**config.mk**
```make
export PLATFORM = sky130hd
export DESIGN_NAME = adaptive_filter_stream_source
export DESIGN_NICKNAME = d
export VERILOG_FILES = /design/src/rtl/adaptive_filter_stream_source.sv
export SDC_FILE = /design/constraint.sdc
export NUM_CORES = 2
export LEC_CHECK = 0
export CORE_MARGIN = 2
export CORE_UTILIZATION = 45
export CTS_CLUSTER_DIAMETER = 30
export CTS_CLUSTER_SIZE = 40
export DETAILED_ROUTE_END_ITERATION = 8
export SLEW_MARGIN = 20
export SYNTH_ARGS = -nofsm -noshare
export SYNTH_HDL_FRONTEND = slang
export SYNTH_SLANG_ARGS = --single-unit
```
**constraint.sdc**
```tcl
create_clock -name clk -period 6.7 [get_ports clk]
set_input_delay 1.005 -clock clk [delete_from_list [all_inputs] [get_ports clk]]
set_output_delay 1.005 -clock clk [all_outputs]
set_load 0.01 [all_outputs]
```
**src/rtl/adaptive_filter_stream_source.sv**
```systemverilog
// Buffered sample source for the adaptive_filter input stream. Plays back a loaded
// buffer once or in a loop, with a programmable gap between valid samples.
module adaptive_filter_stream_source #(
  parameter int unsigned WORDLENGTH     = 14,
  parameter int unsigned DEPTH          = 128,
  parameter int unsigned RATE_DIV_WIDTH = 8
) (
  input  logic                      clk,
  input  logic                      srst,
  input  logic                      wr_en,
  input  logic [$clog2(DEPTH)-1:0]  wr_addr,
  input  logic [WORDLENGTH-1:0]     wr_data,
  input  logic                      start,
  input  logic                      stop,
  input  logic                      loop_en,
  input  logic [$clog2(DEPTH):0]    num_samples,
  input  logic [RATE_DIV_WIDTH-1:0] rate_div,
  output logic [WORDLENGTH-1:0]     m_tdata,
  output logic                      m_tvalid,
  output logic                      busy,
  output logic                      done
);

  localparam int unsigned AW = $clog2(DEPTH);
  localparam int unsigned CW = AW + 1;
  localparam logic [CW-1:0] DepthC = CW'(DEPTH);
  localparam logic [CW-1:0] CntOne = CW'(1);

  typedef enum logic [0:0] {StIdle, StPlay} state_e;

  state_e                    state_q;
  logic [WORDLENGTH-1:0]     mem [DEPTH];
  logic [AW-1:0]             ptr_q;
  logic [RATE_DIV_WIDTH-1:0] cnt_q;
  logic [RATE_DIV_WIDTH-1:0] rate_q;
  logic [CW-1:0]             n_q;
  logic                      loop_q;
  logic                      fin_q;      // one-shot pass has issued its final read
  logic                      rd_pend_q;
  logic                      rd_last_q;
  logic                      m_last_q;
  logic [WORDLENGTH-1:0]     rd_data_q;

  logic [CW-1:0] num_clamped;
  logic          last_idx;
  logic          flush;

  assign num_clamped = (num_samples > DepthC) ? DepthC : num_samples;
  assign last_idx    = ({1'b0, ptr_q} == (n_q - CntOne));
  assign flush       = (state_q == StPlay) && stop;

  // Non-blocking write alongside the read below gives read-first behaviour.
  always_ff @(posedge clk) begin
    if (wr_en) begin
      mem[wr_addr] <= wr_data;
    end
  end

  always_ff @(posedge clk) begin
    if (srst) begin
      state_q   <= StIdle;
      ptr_q     <= '0;
      cnt_q     <= '0;
      rate_q    <= '0;
      n_q       <= '0;
      loop_q    <= 1'b0;
      fin_q     <= 1'b0;
      rd_pend_q <= 1'b0;
      rd_last_q <= 1'b0;
      rd_data_q <= '0;
      m_last_q  <= 1'b0;
      m_tdata   <= '0;
      m_tvalid  <= 1'b0;
      busy      <= 1'b0;
      done      <= 1'b0;
    end else begin
      done      <= 1'b0;
      rd_pend_q <= 1'b0;
      rd_last_q <= 1'b0;
      m_tvalid  <= rd_pend_q && !flush;
      m_last_q  <= rd_last_q && !flush;
      if (rd_pend_q && !flush) begin
        m_tdata <= rd_data_q;
      end

      unique case (state_q)
        StIdle: begin
          if (start && !stop && (num_samples != '0)) begin
            state_q <= StPlay;
            busy    <= 1'b1;
            n_q     <= num_clamped;
            loop_q  <= loop_en;
            rate_q  <= rate_div;
            ptr_q   <= '0;
            cnt_q   <= '0;
            fin_q   <= 1'b0;
          end
        end
        StPlay: begin
          if (stop) begin
            state_q <= StIdle;
            busy    <= 1'b0;
          end else if (m_last_q) begin
            // Final sample of a one-shot pass was on the bus last cycle.
            state_q <= StIdle;
            busy    <= 1'b0;
            done    <= 1'b1;
          end else if (!fin_q) begin
            if (cnt_q == '0) begin
              rd_pend_q <= 1'b1;
              rd_data_q <= mem[ptr_q];
              cnt_q     <= rate_q;
              if (last_idx) begin
                ptr_q <= '0;
                if (!loop_q) begin
                  fin_q     <= 1'b1;
                  rd_last_q <= 1'b1;
                end
              end else begin
                ptr_q <= ptr_q + AW'(1);
              end
            end else begin
              cnt_q <= cnt_q - RATE_DIV_WIDTH'(1);
            end
          end
        end
        default: state_q <= StIdle;
      endcase
    end
  end

endmodule

```
* After elaboration in Yosys (flattened, before gate mapping) *
Memory sizes are Yosys's and may differ from the RTL's. A register that Yosys moved wholly into a read port is not among the register bits.
Index checks and enable logic that the tools add are counted.

storage, ports and cells
  flip-flop bits (word level) = 54
  RAM bits = 1792
  output and inout port bits = 17
  word-level logic and storage cells = 81
  memories = 1

operators by class
  $add $sub $neg = 3
  order comparisons = 1
  eq/ne operators = 7
  mux-type cells = 34
  bitwise operators = 4
  reduce and logical (&&, ||, !) cells = 17

memory list
  memory  words  bits a word  read ports  clocked after Yosys merged registers in  wr ports  line  RTL
  mem     128    14           1           1                                        1         32    logic [WORDLENGTH-1:0] mem [DEPTH];

operators by type and width
  cell                                                                number
  8-bit two-way mux                                                   6
  7-bit two-way mux                                                   6
  1-bit two-way mux                                                   17
  8-bit one-hot mux with 2 select lines                               1
  8-bit by 1-bit subtractor with 8-bit output, second input constant  2
  7-bit one-hot mux with 2 select lines                               1
  5-bit AND reduction                                                 2
  7-bit by 8-bit == test with 1-bit output                            1
  8-bit > comparator, second input constant                           1
  8-bit zero test                                                     1
  2-bit != test, second input constant                                4
  8-bit nonzero test                                                  1
  7-bit by 1-bit adder with 7-bit output, second input constant       1
  1-bit one-hot mux with 2 select lines                               3
  1-bit logical AND                                                   5
  5-bit OR reduction                                                  1
  1-bit NOT                                                           4
  2-bit AND reduction                                                 2
  4-bit AND reduction                                                 1
  3-bit by 2-bit != test with 1-bit output, second input constant     1
  3-bit AND reduction                                                 1
  3-bit OR reduction                                                  1
  1-bit zero test                                                     2
  2-bit by 1-bit != test with 1-bit output, second input constant     1

* Longest topological paths before layout *
  depth in word-level cells = 8
  gate-level depth with buffers = 11

* Worst setup path after synthesis *
OpenSTA, ideal clock, no wires.

  kind = input port to flip-flop
  from = in stop
  to = reg rd_data_q[11] (read register of mem)
  setup time = 141 ps
  arrival time = 2924 ps
  slack = 3636 ps
  stages = 8
  buffers on the path = 2
  cells stage by stage = or4b_1 -> buf_2 -> or3_1 -> nor3_2 -> buf_2 -> o211ai_1 -> a311oi_1 -> a2111oi_0

on the way
  longest elaborated chain between the ends = 2

ends and longest elaborated chain
  element                        line  RTL
  start, declared                14    input logic stop,
  1-bit NOT (no line)            --
  5-bit AND reduction (no line)  --
  end, declared                  42    logic [WORDLENGTH-1:0] rd_data_q;

No other way between the ends.
A chain may end at the register's enable or synchronous reset.

==> impl_metrics.py <==
metrics = {
    "routing": {
        "routed_via_density": 5.91,
        "wirelength_mm": 188,
        "drc": 0,
        "ant_nets": 0,
        "drtPass1Iterations": 5,
        "wl_per_cell_um": 30.2,
        "dr.first_iter.drc_count": 4476,
        "vias": 36700,
    },
    "critical_path": {
        "startpoint_type": "flop",
        "crit_top_cell": "nor4_1",
        "critPathMaxFanout": 72,
        "cp.arrival_ns": 4.67,
        "required_ns": 7.51,
        "path_class": "flop to flop",
        "slowest_stage": "a21boi_0",
        "r2r_cells": 7,
        "crit_path_cell_trace": "buf_12 > nor2b_4 > buf_4 > a22oi_1 > a21boi_0 > nor4_1 > nor4_1",
        "critPathMaxStageDelay_ns": 0.77,
        "crit_path_end_kind": "flop",
    },
    "floorplanning": {
        "start_util": 0.452,
        "pin_count": 60,
        "die_w_um": 403,
        "row_count": 146,
        "dieHeight_um": 403,
        "dieArea_um2": 162000,
        "core_area_um2": 158000,
    },
    "final_layout": {
        "stdcell_area_um2": 88300,
        "layout-drive-gt1-share": 0.308,
        "num-nets-final": 3896,
        "seq_area_um2": 55200,
        "num-fill-cells": 11800,
        "area_growth_pct": 23.4,
        "multi_input_area_um2": 15600,
    },
    "synth": {
        "ys_warn_count": 0,
        "synth_mux_area_frac": 0.153,
        "ys_types": 66,
        "yosysSeqAreaShare": 0.771,
        "synth_top_family_by_area": "multiplexers",
        "syn_inst": 3421,
        "synth_seq_cells": 1860,
        "synth_fa_ha_area_frac": 0.000699,
        "synthFlopType": "edfxtp_1",
        "synth_compound_area_frac": 0.0323,
        "synth_top_cell_area_share": 0.752,
        "synthTopCellsByArea": "edfxtp_1 75%, mux4_2 13%, mux2i_1 1.9%, dfxtp_1 1.9%, a22oi_1 1.3%",
        "ys_top_cells_by_count": "1792 x edfxtp_1, 412 x mux4_2, 183 x nor2_1",
        "avgSynthCellArea_um2": 20.9,
        "yosysMostFrequentCell": "edfxtp_1",
        "netlist_area_um2": 71600,
        "synthArstFlopShare": 0,
        "syn-num-nets": 3468,
        "synth_edf_count": 1792,
        "synthSimpleGateAreaFrac": 0.0280,
        "synth-xor-area-share": 0.00191,
        "yosysTopAreaCell": "edfxtp_1",
    },
    "clock_tree": {
        "cts.repair.resized": 0,
        "cts-htree-levels": 5,
        "ctsLongestPathBuffers": 4,
        "cts_sinks": 1860,
        "numCtsBuffers": 376,
        "post_cts_buffers": 0,
        "tritoncts": "done",
        "clock_latency_ns": 0.92,
        "path_clk_slew_ns": 0.05,
        "cts_hold_buffers": 0,
        "root_buffer": "clkbuf_16",
    },
    "grt": {
        "grt_use_total": 0.233,
        "grt_max_degree": 102,
        "grt_pass1_vias": 37300,
        "grt_pass1_wl_mm": 270,
        "overflow": 0,
        "antenna_found_initial": 2,
    },
    "min_path": {
        "hold_path_depth": 1,
        "hp-class": "flop to flop",
    },
    "timing": {
        "whs_ns": 0.437,
        "drv_slew": 0,
        "hold_viol_final": 0,
        "worst_slack_ns": 2.84,
        "fmax_mhz": 259,
        "period_share": 0.576,
        "setup_tns_ns": 0,
        "rsz0062_at_grt": "no",
        "tightest_slew_ns": 1.16,
        "fin_crit_ns": 3.86,
        "finalSetupViolations": 0,
        "clock_skew_ns": 0.0458,
        "slew_headroom": 0.227,
    },
    "flow_run": {
        "drv_cap": 0,
    },
    "placed_design": {
        "place_hpwl_mm": 111,
        "finalWeightedCongestion": 0.885,
        "place_ws_ns": 2.03,
        "port_buffers": 59,
        "dpl_cell_area_um2": 75500,
    },
    "power": {
        "ir_drop_v": 0.000227,
        "p_leak_nw": 27.8,
        "power.density_nw_per_um2": 372,
    },
    "run_status": {
        "status": "completed",
    },
}
==> logic make-up after synthesis <==
kind of cell,count (synthesis)
AO/OA/AOI/OAI,327
XOR/XNOR,14
adder cells (fa/ha/maj),4
buffers and inverters,203
flip-flops,1860
multiplexers,578
AND/OR/NAND/NOR,435
==> cell type report <==
class / count / area share
antenna: 5 / 0.000142
clock buffer: 431 / 0.112
clock inverter: 241 / 0.0333
inverter: 8 / 0.000340
multi-input combinational: 1358 / 0.177
sequential: 1860 / 0.625
tap: 2072 / 0.0293
timing repair buffer: 245 / 0.0236
==> state kept, by name (all words and copies together) (netlist names) <==
register and count:
rate_q 8, rd_last_q 1, ptr_q 7, m_tdata 14
mem 1792, n_q 8, rd_pend_q 1, rd_data_q 14
done 1, busy 1, m_tvalid 1, fin_q 1
cnt_q 8, state_q 1, m_last_q 1, loop_q 1
==> placed cells by master (no fill, tap or decap), types with 8 or more instances in the layout <==
| cell type | synthesis | routed |
|---|---|---|
| o22ai_1 | 33 | 33 |
| a22oi_1 | 120 | 120 |
| buf_4 | 22 | 189 |
| o211ai_1 | 10 | 10 |
| clkinv_1 | 0 | 38 |
| nor4_1 | 8 | 8 |
| a221oi_1 | 8 | 8 |
| nand2b_1 | 10 | 10 |
| nand2_1 | 98 | 98 |
| xnor2_1 | 8 | 8 |
| a2111oi_0 | 19 | 19 |
| or3_1 | 10 | 10 |
| mux2_2 | 29 | 29 |
| nor2_1 | 183 | 176 |
| nor3_1 | 31 | 22 |
| nand4_1 | 16 | 16 |
| nand3_1 | 28 | 28 |
| mux4_2 | 412 | 412 |
| dfxtp_1 | 68 | 63 |
| inv_1 | 8 | 8 |
| edfxtp_1 | 1792 | 1792 |
| bufinv_16 | 0 | 60 |
| buf_12 | 0 | 11 |
| clkinv_4 | 0 | 22 |
| nor2b_1 | 18 | 13 |
| a22o_1 | 10 | 10 |
| clkinvlp_4 | 0 | 40 |
| clkbuf_1 | 86 | 42 |
| mux2i_1 | 137 | 137 |
| clkbuf_16 | 0 | 387 |
| clkinv_2 | 0 | 57 |
| a311oi_1 | 10 | 10 |
| inv_6 | 0 | 21 |
| a21oi_1 | 75 | 74 |
| clkdlybuf4s50_1 | 0 | 44 |
==> metal layers <==
layer / vias up / global-route usage / wire length [um]
met3: 310 / 0.0513 / 15800
met4: 0 / 0.0750 / 5150
met2: 1741 / 0.357 / 88400
met1: 19400 / 0.334 / 78600
met5: - / 0 / 0
li1: 15300 / - / -
==> power by group <==
group,internal (mW),switching (mW)
Clock,12.8,5.93
Combinational,0.478,0.751
Sequential,12.8,0.0401
Total,26.1,6.72
==> path summary, 6_finish.rpt <==
path                    to  slack, ns  startpoint
max          rd_data_q[10]       2.84    ptr_q[2]
min reg2reg       m_last_q       0.44   rd_last_q
max reg2reg  rd_data_q[10]       2.84    ptr_q[2]
min               m_last_q       0.44   rd_last_q
==> worst max-delay path, delay by kind of cell, from the launching register on <==
kind	cells	cell delay, ns
buffers and inverters	2	0.84
AO/OA/AOI/OAI	2	0.88
AND/OR/NAND/NOR	3	1.22
flip-flops	1	0.65
==> metrics by stage <==
stage | instances | total power [mW] | util
finish | 6220 | 32.8 | 0.558
global route | 6215 | 33.7 | 0.558
CTS | 6214 | 33.0 | 0.558
detailed placement | 5542 | 14.3 | 0.477
global placement | 5542 | 14.3 | 0.477
floorplan | 3421 | 13.8 | -
(Power assumes the default switching activity.)
